`src/rtl/if_stage.sv`:
```
// Instruction-fetch stage with IF/ID pipeline register and RUN/HALT debug FSM.
// Optional performance counters are built only when FETCH_PERF_EN is defined.
module if_stage #(
    parameter logic [31:0] PC_RESET = 32'h0000_3000,
    parameter logic [31:0] NOP_INST = 32'h0000_0013,
    parameter int unsigned CNT_W    = 32
) (
    input  logic             clk,
    input  logic             rst,
    input  logic             stall_if,
    input  logic             stall_id,
    input  logic             flush_id,
    input  logic             npc_sel,
    input  logic [31:0]      npc_target,
    input  logic             ebreak_id,
    input  logic             resume,
    output logic [31:0]      imem_addr,
    input  logic [31:0]      imem_rdata,
    output logic [31:0]      pc_if,
    output logic [31:0]      pc_id,
    output logic [31:0]      pcadd4_id,
    output logic [31:0]      inst_id,
    output logic             valid_id,
    output logic             halted,
    output logic [CNT_W-1:0] perf_fetch,
    output logic [CNT_W-1:0] perf_flush
);

    typedef enum logic [0:0] {StRun, StHalt} state_e;

    state_e      state_q, state_d;
    logic [31:0] pc_q, pc_d;
    logic [31:0] pc_id_q, pc_id_d;
    logic [31:0] pcadd4_id_q, pcadd4_id_d;
    logic [31:0] inst_id_q, inst_id_d;
    logic        valid_id_q, valid_id_d;
    logic        halt_go;
    logic        load_id;

    // Only a live, non-squashed ebreak in ID may halt the core.
    assign halt_go = (state_q == StRun) & ebreak_id & valid_id_q & ~stall_id & ~flush_id
                   & ~npc_sel;

    always_comb begin
        state_d = state_q;
        unique case (state_q)
            StRun:   if (halt_go) state_d = StHalt;
            StHalt:  if (resume) state_d = StRun;
            default: state_d = StRun;
        endcase
    end

    always_comb begin
        pc_d = pc_q;
        if (npc_sel) begin
            pc_d = {npc_target[31:2], 2'b00};
        end else if (!((state_q == StHalt) || halt_go || stall_if)) begin
            pc_d = pc_q + 32'd4;
        end
    end

    always_comb begin
        pc_id_d     = pc_id_q;
        pcadd4_id_d = pcadd4_id_q;
        inst_id_d   = inst_id_q;
        valid_id_d  = valid_id_q;
        load_id     = 1'b0;
        if (flush_id) begin
            inst_id_d  = NOP_INST;
            valid_id_d = 1'b0;
        end else if (stall_id) begin
            valid_id_d = valid_id_q;
        end else if ((state_q == StHalt) || halt_go) begin
            inst_id_d  = NOP_INST;
            valid_id_d = 1'b0;
        end else begin
            pc_id_d     = pc_q;
            pcadd4_id_d = pc_q + 32'd4;
            inst_id_d   = imem_rdata;
            valid_id_d  = 1'b1;
            load_id     = 1'b1;
        end
    end

    always_ff @(posedge clk or posedge rst) begin
        if (rst) begin
            state_q     <= StRun;
            pc_q        <= PC_RESET;
            pc_id_q     <= 32'd0;
            pcadd4_id_q <= 32'd0;
            inst_id_q   <= NOP_INST;
            valid_id_q  <= 1'b0;
        end else begin
            state_q     <= state_d;
            pc_q        <= pc_d;
            pc_id_q     <= pc_id_d;
            pcadd4_id_q <= pcadd4_id_d;
            inst_id_q   <= inst_id_d;
            valid_id_q  <= valid_id_d;
        end
    end

`ifdef FETCH_PERF_EN
    logic [CNT_W-1:0] perf_fetch_q, perf_flush_q;

    always_ff @(posedge clk or posedge rst) begin
        if (rst) begin
            perf_fetch_q <= '0;
            perf_flush_q <= '0;
        end else begin
            if (load_id) perf_fetch_q <= perf_fetch_q + 1'b1;
            if (flush_id && valid_id_q) perf_flush_q <= perf_flush_q + 1'b1;
        end
    end

    assign perf_fetch = perf_fetch_q;
    assign perf_flush = perf_flush_q;
`else
    logic unused_load;
    assign unused_load = load_id;
    assign perf_fetch  = '0;
    assign perf_flush  = '0;
`endif

    assign imem_addr = pc_q;
    assign pc_if     = pc_q;
    assign pc_id     = pc_id_q;
    assign pcadd4_id = pcadd4_id_q;
    assign inst_id   = inst_id_q;
    assign valid_id  = valid_id_q;
    assign halted    = (state_q == StHalt);

endmodule

```
`config.mk`:
```
export PLATFORM = sky130hd
export DESIGN_NAME = if_stage
export DESIGN_NICKNAME = d
export VERILOG_FILES = /design/src/rtl/if_stage.sv
export SDC_FILE = /design/constraint.sdc
export NUM_CORES = 1
export LEC_CHECK = 0
export BUFFER_PORTS_ARGS = -buffer_cell sky130_fd_sc_hd__buf_4
export CAP_MARGIN = 20
export CELL_PAD_IN_SITES_DETAIL_PLACEMENT = 1
export CELL_PAD_IN_SITES_GLOBAL_PLACEMENT = 1
export CORE_MARGIN = 2
export CORE_UTILIZATION = 31
export DETAILED_ROUTE_END_ITERATION = 10
export PLACE_DENSITY = 0.82
export SLEW_MARGIN = 20
export SYNTH_ARGS = -nofsm -noshare
export SYNTH_HDL_FRONTEND = slang
export SYNTH_SLANG_ARGS = --single-unit
```
`constraint.sdc`:
```
create_clock -name clk -period 3.2 [get_ports clk]
set_input_delay 0.16 -clock clk [delete_from_list [all_inputs] [get_ports clk]]
set_output_delay 0.16 -clock clk [all_outputs]
set_load 0.02 [all_outputs]
```
; Word-level counts from Yosys, hierarchy flattened
; Cells that the tools add are included.
[totals]
elab_cells = 33
out_inout_bits = 226
ff_bits = 130
[classes]
eq_ne = 2
n_mux = 11
bitwise_logic = 10
reduce_logical = 3
addsub = 1
[ops]
columns = operator, count
row1 = 32-bit two-way mux, 5
row2 = 32-bit by 3-bit adder with 32-bit output (second input constant), 1
row3 = 1-bit AND, 5
row4 = 1-bit two-way mux, 5
row5 = 1-bit NOT, 5
row6 = 3-bit AND reduction, 1
row7 = 1-bit logical OR, 2
row8 = 2-bit by 1-bit != test with 1-bit output (second input constant), 1
row9 = 2-bit != test (second input constant), 1
row10 = 1-bit one-hot mux with 2 select lines, 1

; Depth between registers and ports, before layout
[depth]
depth_word = 10
ltp_mapped = 7
depth_no_buf = 6

; Worst setup path after synthesis
; Ideal clock, no wire load.
[synth_timing]
kind = register -> register
startpoint = reg pc_q[2] (netlist: imem_addr[2])
endpoint = reg pc_q[18] (netlist: imem_addr[18])
synth_period_minus_slack_ns = 2.013
setup_time_ns = 0.076
t_arrival_ns = 1.937
stages_incl_launch_ff = 7
n_path_buf = 0
path_slack_ns = 1.187
path_cell_list = dfrtp_1 > ha_1 > nand4_1 > nor4_2 > nand4_1 > xor2_1 > o21ai_1
[synth_via]
elab_chain_len = 3
[synth_lines]
columns = item, line_no
row1 = from (decl), 32  ; logic [31:0] pc_q, pc_d;
row2 = from (signal assigned), 95  ; pc_q <= pc_d;
row3 = 32-bit by 3-bit adder with 32-bit output, 58  ; pc_d = pc_q + 32'd4;
row4 = 32-bit two-way mux, 57  ; end else if (!((state_q == StHalt) || halt_go || stall_if)) begin
row5 = 32-bit two-way mux, 55  ; if (npc_sel) begin
; Every way passes these cells. The select of a mux whose other input is x is not followed.
; A chain may end at the register's enable or synchronous reset.

; Worst setup path after layout
[layout_timing]
startpoint = reg pc_q[3] (netlist: imem_addr[3])
endpoint = reg pc_q[28] (netlist: imem_addr[28])
; The elaborated chain is that of the path after synthesis.

==> impl_metrics.yaml <==
outcome:
  status: "complete, no violations"
route:
  ant_nets: 0
  drt_iter0_drc: 161
  via_per_inst: 4.56
  vias: 5439
  drc_errors: 0
  avgRoutedWirePerCell_um: 17.1
  first_pass_iters: 4
  drt_wl_total_um: 20400
sta:
  period_needed_ps: 2570
  layout_setup_ws_ps: 627
  post-route-period-util_pct: 80.4
  finalSetupViolCount: 0
  finalSetupTns_ps: 0
  timing.final.hold_violations: 0
  fmax_mhz: 389
  slew_headroom_pct: 37.3
  slew_viol_final: 0
  worst_clock_skew_ps: 7.52
  tightestPinTransition_ps: 941
  rsz0062_at_grt: "no"
setup_path:
  start_kind: "register"
  critPathRequiredTime_ps: 3530
  critPathArrivalTime_ps: 2900
  cp_max_fo: 8
  endpoint_kind: "register"
  critical_path_class: "register to register"
final_layout:
  final_util_pct: 44.5
  drive_gt1_share_pct: 30.7
  areaGrowthSynthToFinish_pct: 40.7
  final_common_cell: "buf_4"
  fill_cells: 2334
  finalNonFillerCells: 1194
  multi_input_area_mm2: 0.00258
  antenna_cells: 0
  seq_area_mm2: 0.00311
  mostFrequentLayoutCells: "230 x buf_4, 166 x nand2_1, 119 x dfrtp_1, 72 x conb_1, 62 x dlygate4sd3_1"
  finalNetCount: 984
  fin_area_mm2: 0.00900
placement:
  gp_congestion: 0.737
  placedCellCount: 1100
  placed_cell_area_mm2: 0.00781
  io_buffer_count: 223
  detailedPlace.worstSlack_ps: 580
  place_hpwl_um: 13100
grt:
  antenna_found_initial: 0
  grt_pass1_vias: 5842
  met2_usage_pct: 33.4
  grt.busiest_layer: "met2"
  grtUsageTotal_pct: 18.9
  met1_usage_pct: 22.8
  grt_pass1_wl_um: 32300
  grt_max_degree: 125
  gr-usage-met3_pct: 4.26
  grt_overflow: 0
clock_network:
  insertion_delay_ps: 410
  clk_pin_slew_ps: 60
  htree_levels: 4
  cts.sinks: 124
  root_buffer: "clkbuf_16"
  numCtsBuffers: 17
  clockBufferDepth: 2
  tritoncts: "yes"
yosys:
  synthTopCellsByArea: "dfrtp_1 47%, buf_4 12%, nand2_1 9.7%"
  async_flop_share_pct: 100
  yosysTopAreaCell: "dfrtp_1"
  syn_inst: 670
  netlist_area_mm2: 0.00640
  synth-seq-cells: 124
  synth-edff-count: 0
  seq_area_frac_synth_pct: 48.6
  synth_top_flop_cell: "dfrtp_1"
  synth_warnings: 0
  synth_top_area_share_pct: 46.5
  netlist-cell-type-count: 43
  avgSynthCellArea_um2: 9.55
power_and_ir_drop:
  peakVddDrop_uv: 283
  p_leak_nw: 4.37
  p_per_area_mw_per_mm2: 569
die:
  dieHeight_um: 148
  io_pins: 298
  rows: 52
  start_util_pct: 31.6
  die_area_mm2: 0.0218
  core_area_mm2: 0.0202
  die_w_um: 148
job:
  cap_viol_max_count: 0
min_path:
  hold_path_class: "primary input to register"
==> what timing repair did <==
item	4_1_cts	5_1_grt
hold endpoints to repair	74	0
setup buffers	0	0
resized for setup	0	0
hold buffers	62	0
==> per-stage QoR <==
stage	hold slack, ps	total power [mW]
2_1_floorplan	253	2.73
3_3_place_gp	341	3.15
3_5_place_dp	347	3.19
4_1_cts	50.9	5.17
5_1_grt	65.1	5.37
6_report	65.3	5.12
==> cell families (layout without fill, tap and decap cells) <==
group | Yosys count | after routing | synth area share, %
buffers and inverters | 145 | 328 | 15.4
multiplexers | 3 | 3 | 0.489
XOR/XNOR | 54 | 54 | 7.39
adder cells (fa/ha/maj) | 1 | 1 | 0.195
flip-flops | 124 | 124 | 48.6
other | 1 | 72 | 0.0586
AND/OR/NAND/NOR | 247 | 247 | 18.1
AO/OA/AOI/OAI | 95 | 95 | 9.76
==> final timing paths <==
check / start / to / slack [ps] / cells after the start
setup / recovery: imem_addr[3]$_DFFE_PP0P_ / imem_addr[28]$_DFFE_PP0P_ / 630 / 6
hold / removal: npc_target[31] / imem_addr[31]$_DFFE_PP0P_ / 70 / 3
setup reg to reg: imem_addr[3]$_DFFE_PP0P_ / imem_addr[28]$_DFFE_PP0P_ / 630 / 6
hold reg to reg: pc_id[4]$_DFFE_PP0P_ / pc_id[4]$_DFFE_PP0P_ / 470 / 2
max in group asynchronous: rst / pcadd4_id[12]$_DFFE_PP0P_ / 2150 / 4
min in group asynchronous: rst / pc_id[28]$_DFFE_PP0P_ / 520 / 4
==> layer usage <==
metal,up-vias,share of wire [%]
met1,2700,41
met3,26,5.2
met2,186,52
met5,-,0
li1,2527,-
met4,0,2.3
==> area by class of cell <==
cell class,count,area share (%)
Clock buffer,17,4.72
Clock inverter,15,1.68
Inverter,2,0.125
Multi-Input combinational cell,472,28.7
Sequential cell,124,34.5
Tap cell,270,3.75
Timing Repair Buffer,294,26.5
==> state kept, by name, summed over array words and instances, names as in the netlist <==
signal     flops
imem_addr     30
pc_id         30
inst_id       32
halted         1
pcadd4_id     30
valid_id       1
==> critical path: stages, from the launching register on <==
cell     delay (ps)
dfrtp_1         550
ha_1            330
nand4_1         350
nor3_2          700
nand4_1         200
xor2_1          180
o21ai_0         170
==> where the power goes <==
part	switching, mW	internal (mW)	leakage, nW	total [mW]
combinational	0.743	0.524	2.54	1.27
clock	0.799	1.10	0.275	1.89
sequential	0.195	1.76	1.56	1.96
total	1.74	3.38	4.37	5.12
==> cells in the mapped netlist (2+ instances only) <==
| library cell | count |
|---|---|
| xnor2_1 | 11 |
| nand2b_1 | 5 |
| o21ai_0 | 51 |
| nand3_1 | 23 |
| nand4_4 | 2 |
| buf_2 | 18 |
| o21ai_1 | 5 |
| xor2_1 | 43 |
| o22a_1 | 3 |
| mux2i_1 | 2 |
| nor2_1 | 9 |
| nor3_1 | 2 |
| nand2_1 | 166 |
| buf_6 | 3 |
| a22o_1 | 29 |
| nand4_1 | 15 |
| o31a_1 | 3 |
| dfstp_2 | 5 |
| buf_4 | 106 |
| dfrtp_1 | 119 |
| and3_1 | 5 |
| nor3_2 | 3 |
| clkbuf_1 | 16 |
| inv_1 | 2 |
| nor4_1 | 3 |
| and2_1 | 4 |
Note: power is estimated with default switching activity, not from simulation.
